File: config.mk
export PLATFORM = sky130hd
export DESIGN_NAME = fifo_uart_tx
export DESIGN_NICKNAME = d
export VERILOG_FILES = /design/src/rtl/fifo_uart_pkg.sv /design/src/rtl/fifo_uart_tx_bit_timer.sv /design/src/rtl/fifo_uart_tx.sv
export SDC_FILE = /design/constraint.sdc
export NUM_CORES = 1
export LEC_CHECK = 0
export CELL_PAD_IN_SITES_DETAIL_PLACEMENT = 0
export CELL_PAD_IN_SITES_GLOBAL_PLACEMENT = 1
export CORE_UTILIZATION = 42
export CTS_BUF_LIST = sky130_fd_sc_hd__clkbuf_16
export DETAILED_ROUTE_END_ITERATION = 16
export PLACE_DENSITY_LB_ADDON = 0.1
export SLEW_MARGIN = 20
export SYNTH_ARGS = -nofsm -noshare
export SYNTH_HDL_FRONTEND = slang
export SYNTH_SLANG_ARGS = --single-unit
File: constraint.sdc
create_clock -name clk -period 2.3 [get_ports clk]
set_clock_uncertainty 0.1 [all_clocks]
set_input_delay 0.345 -clock clk [delete_from_list [all_inputs] [get_ports clk]]
set_output_delay 0.345 -clock clk [all_outputs]
set_load 0.02 [all_outputs]
File: src/rtl/fifo_uart_pkg.sv
// Shared types and helpers for the FIFO-draining UART transmitter.
package fifo_uart_pkg;

    typedef enum logic [2:0] {IDLE, FETCH, START, DATA, PARITY, STOP} tx_state_t;

    localparam int MAX_DATA_WIDTH = 9;
    localparam int STOP_CNT_W     = 1;

    // Callers zero-extend narrower words; the extra zeros do not change the XOR.
    function automatic logic calc_parity(input logic [MAX_DATA_WIDTH-1:0] word, input logic odd);
        return (^word) ^ odd;
    endfunction

endpackage

File: src/rtl/fifo_uart_tx_bit_timer.sv
// Loadable down-counter timing one serial bit; bit_end_o marks the last cycle of the bit.
module uart_bit_timer #(
    parameter int CLKS_PER_BIT = 16
) (
    input  logic clk,
    input  logic reset,
    input  logic load_i,
    input  logic en_i,
    output logic bit_end_o
);
    localparam int CW = (CLKS_PER_BIT > 1) ? $clog2(CLKS_PER_BIT) : 1;

    logic [CW-1:0] cnt_q, cnt_d;

    always_comb begin
        cnt_d = cnt_q;
        if (load_i) begin
            cnt_d = CW'(CLKS_PER_BIT - 1);
        end else if (en_i && cnt_q != '0) begin
            cnt_d = cnt_q - CW'(1);
        end
    end

    always_ff @(posedge clk or posedge reset) begin
        if (reset) begin
            cnt_q <= '0;
        end else begin
            cnt_q <= cnt_d;
        end
    end

    assign bit_end_o = (cnt_q == '0);

endmodule

File: src/rtl/fifo_uart_tx.sv
// UART transmitter that pops words from a synchronous FIFO (1-cycle read latency)
// and sends start, LSB-first data, optional parity and 1-2 stop bits.
module fifo_uart_tx
    import fifo_uart_pkg::*;
#(
    parameter int DATA_WIDTH   = 8,
    parameter int CLKS_PER_BIT = 16,
    parameter int PARITY_EN    = 0,
    parameter int PARITY_ODD   = 0,
    parameter int STOP_BITS    = 1
) (
    input  logic                  clk,
    input  logic                  reset,
    input  logic                  tx_enable_i,
    input  logic                  fifo_empty_i,
    output logic                  fifo_rd_en_o,
    input  logic [DATA_WIDTH-1:0] fifo_data_i,
    output logic                  tx_o,
    output logic                  busy_o,
    output logic                  frame_done_o
);
    localparam int BIT_CNT_W = $clog2(DATA_WIDTH + 1);

    tx_state_t               state_q, state_d;
    logic [DATA_WIDTH-1:0]   shift_q, shift_d;
    logic [BIT_CNT_W-1:0]    bit_cnt_q, bit_cnt_d;
    logic [STOP_CNT_W-1:0]   stop_cnt_q, stop_cnt_d;
    logic                    parity_q, parity_d;
    logic                    tx_q, tx_d;
    logic                    busy_q;
    logic                    bit_end;
    logic                    last_stop;
    logic [MAX_DATA_WIDTH-1:0] word_ext;

    assign word_ext  = MAX_DATA_WIDTH'(fifo_data_i);
    assign last_stop = (state_q == STOP) && bit_end &&
                       (stop_cnt_q == STOP_CNT_W'(STOP_BITS - 1));

    // The pop decision is taken in the same cycle the frame ends, so frames run back-to-back.
    assign fifo_rd_en_o = (state_q == IDLE || last_stop) && !fifo_empty_i && tx_enable_i && !reset;

    uart_bit_timer #(.CLKS_PER_BIT(CLKS_PER_BIT)) u_timer (
        .clk       (clk),
        .reset     (reset),
        .load_i    ((state_q == FETCH) || (state_q != IDLE && bit_end)),
        .en_i      (state_q != IDLE),
        .bit_end_o (bit_end)
    );

    // tx_d carries the line level of the state being entered, so tx_q is aligned with state_q.
    always_comb begin
        state_d    = state_q;
        shift_d    = shift_q;
        bit_cnt_d  = bit_cnt_q;
        stop_cnt_d = stop_cnt_q;
        parity_d   = parity_q;
        tx_d       = tx_q;
        unique case (state_q)
            IDLE: begin
                tx_d = 1'b1;
                if (fifo_rd_en_o) state_d = FETCH;
            end
            FETCH: begin
                shift_d  = fifo_data_i;
                parity_d = calc_parity(word_ext, PARITY_ODD != 0);
                state_d  = START;
                tx_d     = 1'b0;
            end
            START: if (bit_end) begin
                state_d   = DATA;
                tx_d      = shift_q[0];
                shift_d   = shift_q >> 1;
                bit_cnt_d = '0;
            end
            DATA: if (bit_end) begin
                if (bit_cnt_q == BIT_CNT_W'(DATA_WIDTH - 1)) begin
                    stop_cnt_d = '0;
                    if (PARITY_EN != 0) begin
                        state_d = PARITY;
                        tx_d    = parity_q;
                    end else begin
                        state_d = STOP;
                        tx_d    = 1'b1;
                    end
                end else begin
                    bit_cnt_d = bit_cnt_q + BIT_CNT_W'(1);
                    tx_d      = shift_q[0];
                    shift_d   = shift_q >> 1;
                end
            end
            PARITY: if (bit_end) begin
                state_d    = STOP;
                tx_d       = 1'b1;
                stop_cnt_d = '0;
            end
            STOP: if (bit_end) begin
                tx_d = 1'b1;
                if (last_stop) begin
                    state_d = fifo_rd_en_o ? FETCH : IDLE;
                end else begin
                    stop_cnt_d = stop_cnt_q + STOP_CNT_W'(1);
                end
            end
            default: begin
                state_d = IDLE;
                tx_d    = 1'b1;
            end
        endcase
    end

    always_ff @(posedge clk or posedge reset) begin
        if (reset) begin
            state_q    <= IDLE;
            shift_q    <= '0;
            bit_cnt_q  <= '0;
            stop_cnt_q <= '0;
            parity_q   <= 1'b0;
            tx_q       <= 1'b1;
            busy_q     <= 1'b0;
        end else begin
            state_q    <= state_d;
            shift_q    <= shift_d;
            bit_cnt_q  <= bit_cnt_d;
            stop_cnt_q <= stop_cnt_d;
            parity_q   <= parity_d;
            tx_q       <= tx_d;
            busy_q     <= (state_d != IDLE);
        end
    end

    assign tx_o         = tx_q;
    assign busy_o       = busy_q;
    assign frame_done_o = last_stop;

endmodule

==> flow_summary.ini, run 1 <==
[critical_path]
startpoint_type = flop
worstRegToRegCells = 7
rr_endpoint = bit_cnt_q[0]
cp_data_required_time_ns = 1.86
reg2reg_from = u_timer.cnt_q[0]
cp-end-kind = output pin
cp-endpoint = frame_done_o
critPathLaunch = u_timer.cnt_q[0]
rrSetupSlack_ns = 0.36
critPathKind = flop to output pin
cp_max_fo = 7
worstPathArrival_ns = 1.81

[global_routing]
grtUsageTotal = 0.194
antenna_found_initial = 0
grt_max_degree = 23
grt_first_pass_wirelength_mm = 4.73
grt_remaining_overflow = 0
grt_pass1_vias = 1025

[detailed_routing]
vias_per_cell = 5.51
postRouteAntennaNets = 0
first_pass_iters = 4
wl_mm = 2.52
drtIter0Drc = 37
vias = 948
drc_errors = 0
drt-wirelength-per-cell_um = 14.7

[yosys]
ys_seq_area_frac = 0.444
synth_area_per_cell_um2 = 10.9
ys.flop_type = dfrtp_1
synth-seq-cells = 22
yosys_warnings = 0
yosysUniqueCellTypes = 40
synth_nets = 129
async_reset_ff_frac = 1.00
synth_edf_count = 0
netlist_area_um2 = 1240
synthesis.instances = 114

[worst_hold_path]
worstHoldPathType = input pin to async pin

[pwr]
p_per_area_nw_per_um2 = 1100
p_leak_nw = 0.740
ir_drop_uv = 638

[timing]
fin_crit_ns = 2.25
drv_slew = 0
rsz0062_at_grt = yes
max-slew-margin-rel = 0.623
tightest_slew_ns = 0.566
timing.final.setup_violations = 0
finalSetupTns_ns = 0
fin_crit_sh = 0.979
fmax_mhz = 444
hold_viol_final = 0

[layout]
antennaDiodeCount = 0
fin_nets = 157
syn_to_final_growth_pct = 28.2
post-route-cell-area_um2 = 1590
drive_gt1_frac = 0.340
postLayoutCoreUtil = 0.573

[clock_tree]
cts_made_buffers = 3
clockBufferDepth = 2
clkLatencyLatePin_ns = 0.25
cts_hold_buf = 0
cts-htree-levels = 1
cts.clk_slew.worst_paths_ns = 0.06
cts-root-buf = clkbuf_16
cts_tree = done
cts.sinks = 22

[die]
rows = 19
coreArea_um2 = 2780
io_pins = 16
initial_core_util = 0.447
die_h_um = 56.4
die-width_um = 56.4
die_area_um2 = 3180

[placed_design]
gp_congestion = 0.774
post_dp_cell_area_um2 = 1500
io_buffer_count = 15
hpwl_mm = 1.91

[run_status]
outcome = completed

[flow_run]
drv_cap = 0
## per-stage QoR
stage	hold WS, ns	worst slack, ns	total power, mW	cells
floorplan	0.242	0.0152	1.05	114
global placement	0.385	-0.132	1.25	168
detailed placement	0.390	-0.196	1.27	168
CTS	0.404	0.0186	1.77	172
global route	0.431	-0.0618	1.89	172
finish	0.391	0.0493	1.75	172
## critical path: stages (launching register included)
cell,delay [ns]
dfrtp_1,0.40
inv_2,0.06
ha_1,0.15
or3b_4,0.40
buf_4,0.19
nor3_1,0.16
buf_2,0.19
## state kept, by name, indices dropped and copies added (netlist names)
name / flops
stop_cnt_q: 1
busy_o: 1
shift_q: 8
bit_cnt_q: 4
u_timer.cnt_q: 4
state_q: 3
tx_o: 1
## worst min path at each step
stage	from	endpoint	slack [ns]	depth (start not counted)
final	reset	shift_q[0]	0.39	3
after global routing	bit_cnt_q[1]	bit_cnt_q[1]	0.43	1
after CTS	shift_q[5]	shift_q[5]	0.40	1
after detailed placement	shift_q[5]	shift_q[5]	0.39	1
after global placement	shift_q[1]	shift_q[1]	0.38	1
after floorplan	reset	bit_cnt_q[0]	0.24	1
## repair_timing
item                       in CTS  in global routing
gates resized for setup        11                  1
pin swaps                       1                  0
buffers inserted                0                  0
setup endpoints to repair       2                  2
## routing by layer
| metal | up-vias | share of wire | GRT usage | wire length, um |
|---|---|---|---|---|
| met4 | 0 | 0.017 | 0.0836 | 44 |
| met2 | 10 | 0.49 | 0.313 | 1230 |
| met3 | 4 | 0.017 | 0.0346 | 43 |
| met1 | 461 | 0.48 | 0.257 | 1200 |
| met5 | - | 0 | 0 | 0 |
| li1 | 473 | - | - | - |
## power breakdown
part / leakage [nW] / switching [mW] / internal, mW
Sequential: 0.264 / 0.0877 / 0.532
Combinational: 0.426 / 0.279 / 0.371
Clock: 0.0511 / 0.137 / 0.345
Total: 0.740 / 0.504 / 1.25
## cell type report
| cell class | count | area [um2] |
|---|---|---|
| Fill cell | 261 | 1190 |
| Multi-Input combinational cell | 82 | 641 |
| Sequential cell | 22 | 552 |
| Timing Repair Buffer | 28 | 238 |
| Clock buffer | 3 | 75.1 |
| Tap cell | 31 | 38.8 |
| Clock inverter | 1 | 30.0 |
| Inverter | 5 | 18.8 |
## kinds of logic after synthesis
kind of cell | synth area share
buffers and inverters | 0.0423
muxes | 0.139
DFF | 0.444
AOI/OAI and AO/OA | 0.148
adders and majority gates | 0.0302
and+or+nand+nor | 0.196
## cells in the mapped netlist, types with 2 or more instances
cell      instances  area (um2)
dfrtp_1          21         526
mux2_2           14         158
nor3_1            8        40.0
a21oi_1           7        35.0
nor2_1            7        26.3
o21ai_0           6        30.0
inv_1             5        18.8
nand2_1           5        18.8
clkbuf_1          3        11.3
ha_1              3        37.5
a21o_1            2        15.0
a31oi_1           2        12.5
buf_6             2        22.5
nand2b_1          2        12.5
nand4_1           2        12.5
## cell usage in the layout (no fill, tap or decap), types with 3 or more instances in the layout
| cell | netlist | final |
|---|---|---|
| nor2_1 | 7 | 7 |
| clkbuf_16 | 0 | 3 |
| nor3_1 | 8 | 8 |
| a21oi_1 | 7 | 7 |
| ha_1 | 3 | 3 |
| clkdlybuf4s50_1 | 0 | 13 |
| nand2_1 | 5 | 5 |
| mux2_2 | 14 | 14 |
| inv_1 | 5 | 4 |
| buf_4 | 0 | 13 |
| o21ai_0 | 6 | 6 |
| dfrtp_1 | 21 | 21 |
No activity file was read; power rests on OpenSTA's default activity.
==> run 2, diff against run 1 <==
- SKIP_LAST_GASP: not set -> 1
==> flow_summary.ini, run 2 (same netlist as run 1, synthesis figures left out) <==
[detailed_routing]
wl_mm = 2.52
drc_errors = 0
drt-wirelength-per-cell_um = 14.7
postRouteAntennaNets = 0
vias_per_cell = 5.51
vias = 948
first_pass_iters = 4
drtIter0Drc = 37

[layout]
largest_register = shift_q
postLayoutCoreUtil = 0.573
drive_gt1_frac = 0.333
top_regs = shift_q: 8 flops, bit_cnt_q: 4 flops, u_timer.cnt_q: 4 flops
fillCellCount = 261
post-route-cell-area_um2 = 1590
final_common_cell = dfrtp_1
stdcell_count = 172
final_cell_mix = dfrtp_1 (21), mux2_2 (14), clkdlybuf4s50_1 (13), buf_4 (13), nor3_1 (8)
largest_register_ff_count = 8
syn_to_final_growth_pct = 28.2
fin_nets = 157
multi_input_area_um2 = 641
area.sequential_um2 = 552
antennaDiodeCount = 0

[placed_design]
gp_congestion = 0.774
place_ws_ns = -0.196
post_dp_cell_area_um2 = 1500
dp_cells = 168
io_buffer_count = 15
hpwl_mm = 1.91

[pwr]
p_per_area_nw_per_um2 = 1100
p_leak_nw = 0.742
total_power_mw = 1.75
ir_drop_uv = 638

[die]
die_area_um2 = 3180
die_h_um = 56.4
initial_core_util = 0.447
rows = 19
die-width_um = 56.4
coreArea_um2 = 2780
io_pins = 16

[critical_path]
cp-end-kind = output pin
reg2reg_from = u_timer.cnt_q[0]
cp_top_family = simple AND/OR/NAND/NOR gates
rr_endpoint = bit_cnt_q[0]
worstPathArrival_ns = 1.82
cp_max_fo = 7
cp_data_required_time_ns = 1.86
critPathKind = flop to output pin
cp_cell_sequence = inv_1 > ha_1 > or3b_4 > buf_4 > nor3_1 > buf_2
critPathBufInv = 3
rrSetupSlack_ns = 0.35
startpoint_type = flop
cp_slowest_cell = or3b_4
worstRegToRegCells = 7
critPathMaxStageDelay_ns = 0.40

[timing]
drv_slew = 0
fin_hold_ws_ns = 0.391
setup_slack_ns = 0.0362
max-slew-margin-rel = 0.623
fmax_mhz = 442
rsz0062_at_grt = yes
hold_viol_final = 0
fin_crit_sh = 0.984
finalSetupTns_ns = 0
fin_crit_ns = 2.26
tightest_slew_ns = 0.566
timing.final.setup_violations = 0

[run_status]
outcome = completed

[global_routing]
grt_max_degree = 23
grtUsageTotal = 0.194
grt_first_pass_wirelength_mm = 4.73
grt_pass1_vias = 1025
grt_remaining_overflow = 0
antenna_found_initial = 0

[clock_tree]
cts-root-buf = clkbuf_16
cts.sinks = 22
clockBufferDepth = 2
clkLatencyLatePin_ns = 0.25
cts_made_buffers = 3
cts-htree-levels = 1
post_cts_buffers = 0
cts.clk_slew.worst_paths_ns = 0.06
cts_tree = done

[worst_hold_path]
worstHoldPathType = input pin to async pin

[flow_run]
drv_cap = 0
==> run 2: cell counts in the layout (fill, tap and decap cells not counted) <==
Identical to the previous run, type by type.
==> run 2: what timing repair did <==
action                     CTS  global route
resized for setup           11             0
setup endpoints to repair    2             2
pin swaps                    1             0
hold buffers                 0             0
cloned                       0             0
==> run 2: metal layers <==
layer  part of all wire  global-route usage
met5                  0                   0
met4              0.017              0.0836
met3              0.017              0.0346
met2               0.49               0.313
met1               0.48               0.257
==> run 2: worst max path at each step <==
stage | start | to | slack, ns | depth (start not counted)
after detailed placement | u_timer.cnt_q[0] | fifo_rd_en_o | -0.20 | 7
after CTS | u_timer.cnt_q[0] | frame_done_o | 0.02 | 6
after global routing | u_timer.cnt_q[0] | fifo_rd_en_o | -0.08 | 7
final | u_timer.cnt_q[0] | frame_done_o | 0.04 | 6
after global placement | u_timer.cnt_q[0] | fifo_rd_en_o | -0.13 | 7
after floorplan | u_timer.cnt_q[0] | fifo_rd_en_o | 0.02 | 7
==> run 2: cell type report <==
type | count | area share
clock inverters | 1 | 0.0189
repair buffers | 28 | 0.149
clock buffers | 3 | 0.0471
well taps | 31 | 0.0244
inverters | 5 | 0.0118
multi-input cells | 82 | 0.402
flip-flops and latches | 22 | 0.346
==> run 2: report_power, final <==
group          switching (mW)  internal, mW  total (mW)
Sequential             0.0861         0.532       0.618
Clock                   0.137         0.345       0.482
Combinational           0.279         0.370       0.650
==> run 2: worst register-to-register path, delay by kind of cell, from the launching register on <==
kind          cells  cell delay [ns]
fa+ha+maj         1             0.15
simple gates      3             0.62
flops             1             0.39
buf+inv           2             0.27
mux               1             0.30
==> run 3, diff against run 2 <==
- RECOVER_POWER: not set -> 25
==> flow_summary.ini, run 3 (same netlist as run 1, synthesis figures left out) <==
[layout]
fillCellCount = 263
syn_to_final_growth_pct = 27.9
final_common_cell = dfrtp_1
antennaDiodeCount = 0
postLayoutCoreUtil = 0.571
fin_nets = 157
largest_register = shift_q
final_cell_mix = dfrtp_1 (21), mux2_2 (14), clkdlybuf4s50_1 (12), buf_4 (12), nor3_1 (8)
largest_register_ff_count = 8
top_regs = shift_q: 8 flops, bit_cnt_q: 4 flops, u_timer.cnt_q: 4 flops
drive_gt1_frac = 0.326

[detailed_routing]
routed.top_layer = met4
met1_length_mm = 1.20
vias_per_cell = 5.51
drc_errors = 0
first_pass_iters = 4
wl_mm = 2.52
drt-wirelength-per-cell_um = 14.7
postRouteAntennaNets = 0
met3_length_um = 50
drtIter0Drc = 37
met2_length_mm = 1.23
vias = 948

[timing]
rsz0062_at_grt = yes
tightest_slew_ns = 1.20
setup_slack_ns = 0.0362
fin_crit_sh = 0.984
fin_crit_ns = 2.26
fin_hold_ws_ns = 0.399
drv_slew = 0
max-slew-margin-rel = 0.201
hold_viol_final = 0
timing.final.setup_violations = 0
fmax_mhz = 442

[pwr]
ir_drop_uv = 636
p_per_area_nw_per_um2 = 1100
p_leak_nw = 0.738

[critical_path]
startpoint_type = flop
rr_endpoint = bit_cnt_q[0]
reg2reg_from = u_timer.cnt_q[0]
rrSetupSlack_ns = 0.35
cp_max_fo = 7
worstRegToRegCells = 7
worstPathArrival_ns = 1.82
cp_data_required_time_ns = 1.86
critPathKind = flop to output pin
cp-end-kind = output pin

[die]
io_pins = 16
die_h_um = 56.4
rows = 19
initial_core_util = 0.447
die-width_um = 56.4
die_area_um2 = 3180
coreArea_um2 = 2780

[worst_hold_path]
worstHoldPathType = flop to flop
min_path_cells = 1
whs_endpoint = shift_q[5]
worstHoldStart = shift_q[5]

[placed_design]
io_buffer_count = 15
hpwl_mm = 1.91
gp_congestion = 0.774
place_ws_ns = -0.196

[global_routing]
antenna_found_initial = 0
grtUsageTotal = 0.194
grt_remaining_overflow = 0
grt_pass1_vias = 1025
grt_max_degree = 23
grt_first_pass_wirelength_mm = 4.73

[clock_tree]
cts-htree-levels = 1
clockBufferDepth = 2
cts_hold_buf = 0
cts_tree = done
cts-root-buf = clkbuf_16
cts_made_buffers = 3
cts.sinks = 22
clkLatencyLatePin_ns = 0.25
cts.clk_slew.worst_paths_ns = 0.06

[run_status]
outcome = completed

[flow_run]
drv_cap = 0
## run 3: changes by cell type in the layout (fill, tap and decap cells not counted)
cell | before | now
dlygate4sd3_1 | 0 | 1
clkdlybuf4s50_1 | 13 | 12
buf_4 | 13 | 12
clkbuf_1 | 0 | 1
## run 3: where the power goes
group | internal [mW] | switching (mW) | leakage [nW]
clock network | 0.345 | 0.137 | 0.0511
logic | 0.369 | 0.279 | 0.424
registers | 0.532 | 0.0861 | 0.264
total | 1.25 | 0.502 | 0.738
## run 3: layer usage
layer | vias to the layer above | GRT usage
met1 | 461 | 0.257
met4 | 0 | 0.0836
met3 | 4 | 0.0346
li1 | 473 | -
met5 | - | 0
met2 | 10 | 0.313
## run 3: per-stage QoR
step | total power [mW] | std cells | setup TNS, ns | cell area [um2]
global route | 1.88 | 172 | -0.145 | 1590
CTS | 1.77 | 172 | 0 | 1590
detailed placement | 1.27 | 168 | -0.373 | 1500
global placement | 1.25 | 168 | -0.257 | 1500
floorplan | 1.05 | 114 | 0 | 1240
finish | 1.75 | 172 | 0 | 1590
## run 3: layout make-up
| class | count | area (um2) | area share |
|---|---|---|---|
| clock buffers | 3 | 75.1 | 0.0472 |
| clock inverters | 1 | 30.0 | 0.0189 |
| inverters | 5 | 18.8 | 0.0118 |
| multi-input cells | 82 | 641 | 0.403 |
| flip-flops and latches | 22 | 552 | 0.347 |
| well taps | 31 | 38.8 | 0.0244 |
| repair buffers | 28 | 234 | 0.147 |
## run 3: critical path: stages, from the launching register on
cell,delay (ns)
dfrtp_1,0.39
inv_1,0.08
ha_1,0.15
or3b_4,0.40
buf_4,0.19
nor3_1,0.16
buf_2,0.19
## run 3: how the worst max path moves through the flow
stage,start,end,slack (ns)
6_report,u_timer.cnt_q[0],frame_done_o,0.04
5_1_grt,u_timer.cnt_q[0],fifo_rd_en_o,-0.08
4_1_cts,u_timer.cnt_q[0],frame_done_o,0.02
3_5_place_dp,u_timer.cnt_q[0],fifo_rd_en_o,-0.20
3_3_place_gp,u_timer.cnt_q[0],fifo_rd_en_o,-0.13
2_1_floorplan,u_timer.cnt_q[0],fifo_rd_en_o,0.02
## run 3: repair_timing
action / in CTS / in global routing
setup endpoints to repair: 2 / 2
pin swaps: 1 / 0
endpoints found under the hold margin: 0 / 0
gates resized for setup: 11 / 0
buffers inserted: 0 / 0
